File: config.mk
export PLATFORM = sky130hd
export DESIGN_NAME = adder_seq_ctrl
export DESIGN_NICKNAME = d
export VERILOG_FILES = /design/src/rtl/adder_seq_ctrl.sv
export SDC_FILE = /design/constraint.sdc
export NUM_CORES = 1
export LEC_CHECK = 0
export ABC_AREA = 1
export CAP_MARGIN = 0
export CORE_MARGIN = 4
export CORE_UTILIZATION = 35
export DETAILED_ROUTE_END_ITERATION = 8
export SYNTH_ARGS = -nofsm -noshare
export SYNTH_HDL_FRONTEND = slang
export SYNTH_SLANG_ARGS = --single-unit
File: constraint.sdc
create_clock -name clk -period 4.95 [get_ports clk]
set_clock_uncertainty 0.2 [all_clocks]
set_input_delay 0.7425 -clock clk [delete_from_list [all_inputs] [get_ports clk]]
set_output_delay 0.7425 -clock clk [all_outputs]
set_load 0.01 [all_outputs]
File: src/rtl/adder_seq_ctrl.sv
// Word-serial M-bit adder: one shared N-bit slice, one word per clock, LS word first.
// Optional subtract mode (input sub) is enabled by defining ADDER_SEQ_SUB_EN.
module adder_seq_ctrl #(
  parameter int unsigned N = 4,
  parameter int unsigned W = 2
) (
  input  logic           clk,
  input  logic           n_reset,
  input  logic           start,
  input  logic [N*W-1:0] A,
  input  logic [N*W-1:0] B,
`ifdef ADDER_SEQ_SUB_EN
  input  logic           sub,
`endif
  output logic           busy,
  output logic           done,
  output logic [N*W-1:0] Y,
  output logic           Cout
);

  localparam int unsigned M    = N * W;
  localparam int unsigned IdxW = (W > 1) ? $clog2(W) : 1;

  typedef enum logic [1:0] {StIdle, StRun, StDone} state_e;

  state_e          state;
  logic [M-1:0]    op_a;
  logic [M-1:0]    op_b;
  logic [IdxW-1:0] idx;
  logic            carry;
  logic            sub_q;
  logic            accept;
  logic            last_word;

  logic [N-1:0]    slice_a;
  logic [N-1:0]    slice_b;
  logic [N-1:0]    slice_sum;
  logic            slice_cout;

`ifdef ADDER_SEQ_SUB_EN
  logic sub_in;
  assign sub_in = sub;
`else
  logic sub_in;
  assign sub_in = 1'b0;
`endif

  assign accept    = start && (state != StRun);
  assign last_word = (idx == IdxW'(W - 1));

  // The single shared slice; subtraction inverts the B word, the +1 comes from the initial carry.
  always_comb begin
    slice_a = op_a[idx*N +: N];
    slice_b = op_b[idx*N +: N] ^ {N{sub_q}};
    {slice_cout, slice_sum} = {1'b0, slice_a} + {1'b0, slice_b} + {{N{1'b0}}, carry};
  end

  always_ff @(posedge clk or negedge n_reset) begin
    if (!n_reset) begin
      state <= StIdle;
      op_a  <= '0;
      op_b  <= '0;
      idx   <= '0;
      carry <= 1'b0;
      sub_q <= 1'b0;
      busy  <= 1'b0;
      done  <= 1'b0;
      Y     <= '0;
      Cout  <= 1'b0;
    end else if (accept) begin
      state <= StRun;
      op_a  <= A;
      op_b  <= B;
      idx   <= '0;
      carry <= sub_in;
      sub_q <= sub_in;
      busy  <= 1'b1;
      done  <= 1'b0;
      Y     <= '0;
      Cout  <= 1'b0;
    end else begin
      unique case (state)
        StRun: begin
          Y[idx*N +: N] <= slice_sum;
          carry         <= slice_cout;
          if (last_word) begin
            idx   <= '0;
            Cout  <= slice_cout;
            busy  <= 1'b0;
            done  <= 1'b1;
            state <= StDone;
          end else begin
            idx <= idx + IdxW'(1);
          end
        end
        StDone: begin
          done  <= 1'b0;
          state <= StIdle;
        end
        default: begin
          done  <= 1'b0;
          state <= StIdle;
        end
      endcase
    end
  end

endmodule

---- Yosys cells after proc, flatten, opt, wreduce, memory -nomap -nowiden ----
Index checks and enable logic that the tools add are counted.
operators by class
  add/subtract/negate cells ............... 4
  reduce and logical (&&, ||, !) cells .... 4
  shift operators ......................... 4
  muxes and demuxes ....................... 20
  equal/unequal tests ..................... 3
operator list
  kind                    number
  $neg 3->34              1
  $shift 4x34->8 const A  1
  $shiftx 4x34->8         1
  $mux 8                  2
  $shiftx 8x4->4          2
  $mux 1                  14
  $bwmux 8                1
  $mux 2                  3
  $add 4x4->5             1
  $add 5x1->5             1
  $reduce_bool 2->1       2
  $ne 3x3->1 const B      1
  $eq 2x1->1 const B      1
  $ne 2x1->1 const B      1
  $reduce_and 2->1        1
  $add 1x1->1 const B     1
  $logic_and 1x1->1       1
storage, ports and cells
  word-level logic and storage cells ...... 44
  flip-flop bits (word level) ............. 31

---- Logic depth before layout (Yosys ltp) ----
Gate-level depths: netlist (run 1).
  depth after elaboration ................. 7
  mapped depth ............................ 10
  gate-level depth less buffers ........... 9

---- Worst setup path after synthesis (run 1) ----
Ideal clock, no wire load.
  kind .................................... register to register
  from .................................... reg idx
  to ...................................... reg carry
  stages on the path, launching flop included .. 11
  arrival time ............................ 1.934 ns
  path slack .............................. 2.696 ns
  path buffers ............................ 1
  cells stage by stage .................... dfrtp_1 > buf_2 > inv_2 > nand2_1 > nand2_1 > fa_1 > fa_1 > nand3_1 > nand2_1 > o21ai_0 > inv_1
on the way
  word-level cells in the longest chain between the ends .. 5
  elaborated cells on any way between the ends .. 6
  classes of those cells .................. add/sub: 2; shift: 2; mux: 2
RTL lines
  element                            RTL line  text
  start, declared                    29        logic [IdxW-1:0] idx;
  start signal, assigned             93        idx <= idx + IdxW'(1);
  $shiftx 8x4->4 (on tied branches)  53, 54
  $add 4x4->5 *                      55        {slice_cout, slice_sum} = {1'b0, slice_a} + {1'b0, slice_b} + {{N{1'b0}}, carry};
  $add 5x1->5 *                      55
  $mux 1 *                           82        unique case (state)
  $mux 1 *                           70        end else if (accept) begin
  end signal, assigned               75        carry <= sub_in;
  end signal, assigned               85        carry <= slice_cout;
  end, declared                      30        logic carry;
Every way passes the cells marked *; elsewhere a longest branch is shown, timed or not. The select of a mux whose other input is x is not followed.
A chain may end at the register's enable or synchronous reset.

---- Final worst setup path (run 1) ----
  from .................................... reg idx
  to ...................................... reg Y[6]
on the way
  word-level cells in the longest chain between the ends .. 7
  elaborated cells on any way between the ends .. 10
  classes of those cells .................. add/sub: 3; shift: 4; mux: 3
RTL lines
  element                            RTL line  text
  $shiftx 8x4->4 (on tied branches)  53, 54
  $add 4x4->5                        55
  $add 5x1->5                        55
  $shiftx 4x34->8                    84        Y[idx*N +: N] <= slice_sum;
  $bwmux 8 *                         84
  $mux 8 *                           82
  $mux 8 *                           70
  end signal, assigned by index      84
  end, declared                      17        output logic [N*W-1:0] Y,
Marks and branches as above.

==> flow_metrics.tcl, run 1 <==
set metrics [dict create \
    synth_cell_types 21 \
    drtPass1Iterations 4 \
    critPathMaxStageDelay_ns 0.64 \
    met2_length_mm 1.46 \
    hold_violations 0 \
    io_buffer_count 29 \
    crit_buf_inv 1 \
    cts_buffers 5 \
    synth_xor_area_frac 0.00601 \
    worstPathRequired_ns 4.91 \
    leakage_nw 0.932 \
    syn_avg_cell_area_um2 8.77 \
    cts_hold_buf 0 \
    ios 30 \
    met3_length_um 164 \
    synthArstFlopShare 1.00 \
    core_mm2 0.00400 \
    grt_pass1_wl_mm 5.40 \
    rsz0062_at_grt "no" \
    cts_tree "built" \
    drv_slew 0 \
    ys.flop_type "dfrtp_1" \
    synth_top_family_by_area "simple AND/OR/NAND/NOR gates" \
    wl_per_cell_um 12.1 \
    fp-row-count 23 \
    status "finished, final reports clean" \
    clockBufferDepth 2 \
    synth-simple-area-share 0.301 \
    start_kind "register" \
    cts-resized-gates 0 \
    syn_to_final_growth_pct 27.3 \
    clk_latency_ns 0.28 \
    p_per_area_mw_per_mm2 689 \
    fin_setup_tns_ns 0 \
    min_path_type "register to register" \
    ys_warn_count 0 \
    min_period_over_period 0.518 \
    synth-edff-count 0 \
    globalplace.congestion 0.778 \
    die_area_mm2 0.00526 \
    synth_fa_ha_area_frac 0.0533 \
    grt_overflow 0 \
    start_util 0.364 \
    synth_cells 166 \
    critPathCaptureType "register" \
    topRoutingLayerUsed "met4" \
    clkTransAtPathRegs_ns 0.06 \
    maxCapViolCount 0 \
    hpwlAfterDp_mm 2.25 \
    power.total_w 0.00128 \
    worstPathCellList "inv_2 > nand2_1 > nand2_1 > fa_1 > fa_1 > xnor2_1 > o21ai_1" \
    cp.arrival_ns 2.52 \
    fin_area_mm2 0.00185 \
    synth_compound_area_frac 0.0550 \
    drt_iter0_drc 44 \
    worstMarginPinSlew_ns 0.629 \
    die_w_um 72.5 \
    n_antenna_cell 0 \
    drc 0 \
    cp_max_fo 12 \
    synth.top_cell.area_share 0.515 \
    path_delay_family "adder cells" \
    crit_slowest_cell "dfrtp_1" \
    vias 1152 \
    synth_most_common_cell "nand2_1" \
    setup_viol 0 \
    cts-root-buf "clkbuf_8" \
    synthTopCellsByCount "68 x nand2_1, 30 x dfrtp_1, 22 x nand3_1" \
    slew_headroom 0.579 \
    max_freq_mhz 390 \
    cts_num_sinks 30 \
    grtUsageTotal 0.134 \
    synth_nets 190 \
    placed_cells 239 \
    final_layout_size_suffix_gt1_frac 0.122 \
    antenna_found_initial 0 \
    post_cts_buffers 0 \
    wl_mm 2.99 \
    postRouteAntennaNets 0 \
    via_per_inst 4.66 \
    grt_pass1_vias 1196 \
    crit_type "register to register" \
    htreeDepth 2 \
    timing.final.crit_period_ns 2.57 \
    ys_ff_latch 30 \
    instances_no_fill 247 \
    syn_area_mm2 0.00146 \
    yosys.area.top_type "dfrtp_1" \
    die_h_um 72.5 \
    synthMuxAreaShare 0 \
    place_area_mm2 0.00176 \
    fin_nets 220 \
    synth_area_leaders "dfrtp_1 52%, nand2_1 18%, nand3_1 7.6%" \
    wl_met1_mm 1.31 \
    ir_drop_uv 232 \
    grt_start_max_net_pins 31 \
    yosysSeqAreaShare 0.515 \
]
layout make-up:
cell class / instances / area [µm²]
fillers: 366 / 2150
clock inverters: 1 / 5.00
well taps: 50 / 62.6
multi-input cells: 117 / 604
repair buffers: 30 / 298
clock buffers: 7 / 86.3
inverters: 12 / 47.5
flip-flops and latches: 30 / 751
power breakdown:
group,leakage (nW),internal (W),switching [W]
clock network,0.0482,0.000112,0.0000881
logic,0.509,0.000253,0.000391
registers,0.375,0.000357,0.0000764
total,0.932,0.000722,0.000555
sequential cells by signal (all words and copies together), names as in the netlist:
register and flops:
Y 8, op_a 8, op_b 8, state 2, Cout 1, busy 1
carry 1, idx 1
cells in the final DEF, fill, tap and decap left out, drive strengths merged:
master,instances
ha,3
clkinv,1
a21oi,4
clkdlybuf4s50,29
o21ai,9
nand2,70
buf,1
nand3,26
nor2,2
inv,12
clkbuf,7
fa,2
xnor2,1
dfrtp,30
per-stage QoR:
stage	worst slack (ns)	utilization	hold slack [ns]
finish	2.38	0.464	0.276
global route	2.16	0.464	0.305
global placement	2.34	0.441	0.262
CTS	2.35	0.464	0.280
detailed placement	2.31	0.441	0.264
floorplan	2.70	-	0.242
worst reg2reg max path: stages, from the launching register on:
cell     delay (ns)
dfrtp_1        0.64
inv_2          0.17
nand2_1        0.09
nand2_1        0.07
fa_1           0.43
fa_1           0.42
xnor2_1        0.31
o21ai_1        0.11
metal layers:
| metal | track usage | vias to the layer above |
|---|---|---|
| met3 | 0.0429 | 5 |
| li1 | - | 586 |
| met5 | 0 | - |
| met2 | 0.225 | 25 |
| met4 | 0.0492 | 0 |
| met1 | 0.160 | 536 |
path summary, 6_finish.rpt:
kind                             startpoint              endpoint  slack (ns)  depth (start not counted)
hold / removal             Cout$_DFFE_PN0P_      Cout$_DFFE_PN0P_        0.28                          2
setup reg to reg            idx$_DFFE_PN0P_      Y[6]$_DFFE_PN0P_        2.38                          7
setup / recovery            idx$_DFFE_PN0P_      Y[6]$_DFFE_PN0P_        2.38                          7
min in group asynchronous           n_reset  state[0]$_DFFE_PN0P_        0.65                          2
max in group asynchronous           n_reset   op_b[5]$_DFFE_PN0P_        3.62                          2
hold reg to reg            Cout$_DFFE_PN0P_      Cout$_DFFE_PN0P_        0.28                          2
kinds of logic (layout without fill, tap and decap cells):
| family | count (synthesis) | after routing |
|---|---|---|
| AOI/OAI and AO/OA | 13 | 13 |
| xor gates and xnor gates | 1 | 1 |
| adders and majority gates | 5 | 5 |
| buffers and inverters | 19 | 50 |
| DFF | 30 | 30 |
| and+or+nand+nor | 98 | 98 |
Power figures use the tool's default switching activity.
==> run 2, diff against run 1 <==
- clock period: 4.95 -> 2.5 ns (I/O delays scaled with it)
==> flow_metrics.tcl, run 2 (synthesis gave the netlist of run 1 again) <==
set metrics [dict create \
    status "finished, final reports clean" \
    place_area_mm2 0.00178 \
    io_buffer_count 29 \
    cts_buffers 5 \
    maxCapViolCount 0 \
    crit_type "register to register" \
    ios 30 \
    critPathCaptureType "register" \
    hpwlAfterDp_mm 2.21 \
    cts-root-buf "clkbuf_8" \
    wl_per_cell_um 11.8 \
    cp.arrival_ns 2.20 \
    p_switching_w 0.00107 \
    wl_mm 2.92 \
    grt_pass1_vias 1185 \
    hold_violations 0 \
    grt_pass1_wl_mm 5.22 \
    worstPathRequired_ns 2.47 \
    drt_iter0_drc 57 \
    p_per_area_mw_per_mm2 1330 \
    placed_cells 241 \
    post_cts_buffers 0 \
    globalplace.congestion 0.785 \
    max_freq_mhz 448 \
    fin_area_mm2 0.00186 \
    fp-row-count 23 \
    htreeDepth 2 \
    grt_overflow 0 \
    leakage_nw 0.936 \
    via_per_inst 4.55 \
    start_util 0.364 \
    worstMarginPinSlew_ns 0.446 \
    rsz0062_at_grt "no" \
    die_h_um 72.5 \
    start_kind "register" \
    final_layout_size_suffix_gt1_frac 0.136 \
    drc 0 \
    min_period_over_period 0.893 \
    vias 1129 \
    combPwrFrac 0.511 \
    pwr-share-clk 0.143 \
    clockBufferDepth 2 \
    postRouteAntennaNets 0 \
    fin_setup_tns_ns 0 \
    ir_drop_uv 479 \
    seqPwrFrac 0.346 \
    layout_common_cells "68 x nand2_1, 29 x dfrtp_1, 29 x clkdlybuf4s50_1" \
    timing.final.crit_period_ns 2.23 \
    cts_num_sinks 30 \
    sw_frac_of_total 0.431 \
    grtUsageTotal 0.127 \
    drv_slew 0 \
    drtPass1Iterations 3 \
    power.internal_w 0.00141 \
    cp_max_fo 9 \
    n_antenna_cell 0 \
    min_path_type "register to register" \
    biggestRegsByFlops "Y: 8 flops, op_a: 8 flops, op_b: 8 flops" \
    core_mm2 0.00400 \
    instances_no_fill 248 \
    die_w_um 72.5 \
    fin_nets 222 \
    antenna_found_initial 0 \
    clkTransAtPathRegs_ns 0.06 \
    clk_latency_ns 0.28 \
    die_area_mm2 0.00526 \
    setup_viol 0 \
    syn_to_final_growth_pct 27.6 \
    grt_start_max_net_pins 31 \
    layout_commonest_cell "nand2_1" \
    slew_headroom 0.701 \
    cts_tree "built" \
]
[run 2: final cells by class]
class,instances,area [µm²]
Clock buffer,5,68.8
Clock inverter,2,10.0
Fill cell,387,2140
Inverter,12,47.5
Multi-Input combinational cell,117,604
Sequential cell,30,752
Tap cell,50,62.6
Timing Repair Buffer,32,313
[run 2: per-layer routing]
metal	global-route usage	up-vias	part of all wire
met5	0	-	0
met4	0.0369	0	0.014
met3	0.0429	5	0.059
met2	0.220	25	0.48
met1	0.149	510	0.44
li1	-	589	-
[run 2: per-stage QoR]
step	total power (W)	hold slack (ns)	util	setup slack [ns]
after global placement	0.00212	0.263	0.444	0.218
after floorplan	0.00181	-0.121	-	0.246
final	0.00248	0.273	0.464	0.268
after global routing	0.00273	0.296	0.464	0.0966
after CTS	0.00252	0.278	0.464	0.147
after detailed placement	0.00215	0.264	0.444	0.155
[run 2: critical path, cell delays in order, from the launching register on]
cell	delay, ns
dfrtp_2	0.47
inv_2	0.11
nand2_1	0.08
nand2_1	0.07
fa_1	0.43
fa_1	0.42
nand3_1	0.10
nand2_1	0.06
o21ai_0	0.14
inv_1	0.06
[run 2: path summary, 6_finish.rpt]
| check | from | end | slack, ns | depth (start not counted) |
|---|---|---|---|---|
| setup / recovery | idx$_DFFE_PN0P_ | carry$_DFFE_PN0P_ | 0.27 | 9 |
| hold / removal | busy$_DFFE_PN0P_ | busy$_DFFE_PN0P_ | 0.27 | 2 |
| setup reg to reg | idx$_DFFE_PN0P_ | carry$_DFFE_PN0P_ | 0.27 | 9 |
| hold reg to reg | busy$_DFFE_PN0P_ | busy$_DFFE_PN0P_ | 0.27 | 2 |
| max in group asynchronous | n_reset | idx$_DFFE_PN0P_ | 1.52 | 2 |
| min in group asynchronous | n_reset | Y[0]$_DFFE_PN0P_ | 0.28 | 2 |
[run 2: power groups by stage]
| stage | logic [W] | clock network (W) | registers (W) |
|---|---|---|---|
| after floorplan | 0.000960 | 0 | 0.000847 |
| after CTS | 0.00129 | 0.000365 | 0.000860 |
| after global placement | 0.00126 | 0 | 0.000859 |
| final | 0.00127 | 0.000353 | 0.000856 |
| after detailed placement | 0.00129 | 0 | 0.000865 |
| after global routing | 0.00146 | 0.000389 | 0.000882 |
[run 2: timing repair]
item / CTS / global route
hold buffers: 0 / 0
resized for setup: 0 / 1
endpoints found under the setup margin: 0 / 2
==> run 3, diff against run 2 <==
- CORE_UTILIZATION: 35 -> 50
- PLACE_DENSITY: unset -> 0.78
==> flow_metrics.tcl, run 3 (synthesis gave the netlist of run 1 again) <==
set metrics [dict create \
    status "finished, final reports clean" \
    setup_viol 0 \
    post_cts_buffers 0 \
    cts_num_sinks 30 \
    ir_drop_uv 949 \
    max_freq_mhz 434 \
    cp_max_fo 8 \
    maxCapViolCount 0 \
    cp.arrival_ns 2.33 \
    vias 1197 \
    min_period_over_period 0.921 \
    cts_hold_buf 0 \
    grt_start_max_net_pins 31 \
    seqCellArea_um2 751 \
    crit_slowest_cell "dfrtp_1" \
    path_delay_family "adder cells" \
    globalplace.congestion 0.891 \
    critPathMaxStageDelay_ns 0.47 \
    r2r_start "idx$_DFFE_PN0P_" \
    seqPwrFrac 0.336 \
    combPwrFrac 0.513 \
    worstPathRequired_ns 2.53 \
    drv_slew 0 \
    cts_buffers 5 \
    ios 30 \
    r2r-end "carry$_DFFE_PN0P_" \
    drt_iter0_drc 23 \
    start_kind "register" \
    clk_latency_ns 0.33 \
    antenna_found_initial 0 \
    final_layout_size_suffix_gt1_frac 0.126 \
    htreeDepth 2 \
    grtUsageTotal 0.184 \
    leakage_nw 0.933 \
    reg2reg_depth 9 \
    wl_mm 2.95 \
    cts-resized-gates 0 \
    min_path_type "primary input to async pin" \
    syn_to_final_growth_pct 25.6 \
    critPathCaptureType "register" \
    via_per_inst 5.20 \
    wl_per_cell_um 12.8 \
    cp_common_cell "nand2_1" \
    layout_commonest_cell "nand2_1" \
    worstMarginPinSlew_ns 0.458 \
    rsz0062_at_grt "no" \
    pwr-share-clk 0.151 \
    sw_frac_of_total 0.429 \
    die_w_um 62.0 \
    startpoint "idx$_DFFE_PN0P_" \
    crit_buf_inv 2 \
    hpwlAfterDp_mm 2.22 \
    cts_tree "built" \
    die_h_um 62.0 \
    core_mm2 0.00278 \
    slew_headroom 0.693 \
    clkTransAtPathRegs_ns 0.10 \
    biggestRegsByFlops "Y: 8 flops, op_a: 8 flops, op_b: 8 flops" \
    fin_setup_tns_ns 0 \
    p_per_area_mw_per_mm2 1370 \
    grt_overflow 0 \
    fp-row-count 19 \
    place_ws_ns 0.210 \
    hold_violations 0 \
    io_buffer_count 29 \
    cts-root-buf "clkbuf_4" \
    timing.final.crit_period_ns 2.30 \
    multi_input_area_um2 604 \
    drtPass1Iterations 4 \
    crit_type "register to register" \
    layout_common_cells "68 x nand2_1, 30 x dfrtp_1, 29 x clkdlybuf4s50_1" \
    fin_ws_ns 0.198 \
    fin_nets 222 \
    worstPathCellList "inv_2 > nand2_1 > nand2_1 > fa_1 > fa_1 > nand3_1 > nand2_1 > o21ai_0 > inv_1" \
    die_area_mm2 0.00384 \
    start_util 0.524 \
    p_switching_w 0.00107 \
    grt_pass1_vias 1197 \
    power.internal_w 0.00143 \
    n_antenna_cell 0 \
    postRouteAntennaNets 0 \
    clockBufferDepth 2 \
    grt_pass1_wl_mm 4.97 \
    num-fill-cells 255 \
    r2r_slack_ns 0.20 \
    drc 0 \
]
-- run 3: cell types whose count changed in the layout (fill, tap and decap cells not counted), sizes merged --
cell / delta
clkbuf: +2
bufinv: +1
clkinv: -2
-- run 3: worst reg2reg max path, stage by stage, from the launching register on --
cell and delay [ns]:
dfrtp_1 0.47, inv_2 0.12, nand2_1 0.08, nand2_1 0.07
fa_1 0.44, fa_1 0.43, nand3_1 0.10, nand2_1 0.07
o21ai_0 0.16, inv_1 0.07
-- run 3: final cells by class --
class                           instances  share of cell area
Sequential cell                        30               0.410
Clock buffer                            7              0.0246
Inverter                               12              0.0260
Tap cell                               31              0.0212
Multi-Input combinational cell        117               0.330
Timing Repair Buffer                   32               0.171
Clock inverter                          1              0.0164
-- run 3: power groups by stage --
stage                     combinational, W  clock (W)  sequential [W]
after floorplan                   0.000960          0        0.000847
after global placement             0.00126          0        0.000845
after detailed placement           0.00130          0        0.000852
after CTS                          0.00130   0.000381        0.000844
after global routing               0.00148   0.000398        0.000867
final                              0.00128   0.000377        0.000842
-- run 3: metal layers --
metal | vias up | part of all wire | track usage
met2 | 30 | 0.50 | 0.312
met5 | - | 0 | 0
li1 | 589 | - | -
met4 | 0 | 0.024 | 0.0939
met1 | 570 | 0.42 | 0.194
met3 | 8 | 0.057 | 0.0785
-- run 3: worst max path at each step --
stage	endpoint	slack, ns	depth (start not counted)
6_report	carry$_DFFE_PN0P_	0.20	9
3_3_place_gp	carry$_DFFE_PN0P_	0.31	9
4_1_cts	carry$_DFFE_PN0P_	0.20	9
5_1_grt	carry$_DFFE_PN0P_	0.02	9
2_1_floorplan	carry$_DFFE_PN0P_	0.25	10
3_5_place_dp	carry$_DFFE_PN0P_	0.21	9
-- run 3: stage by stage --
step | hold slack [ns] | instance area, µm² | util | total power [W] | std cells
2_1_floorplan | -0.121 | 1460 | - | 0.00181 | 166
3_3_place_gp | 0.256 | 1750 | 0.631 | 0.00210 | 222
3_5_place_dp | 0.262 | 1750 | 0.631 | 0.00215 | 222
4_1_cts | 0.233 | 1830 | 0.658 | 0.00252 | 230
5_1_grt | 0.266 | 1830 | 0.658 | 0.00275 | 230
6_report | 0.221 | 1830 | 0.658 | 0.00250 | 230
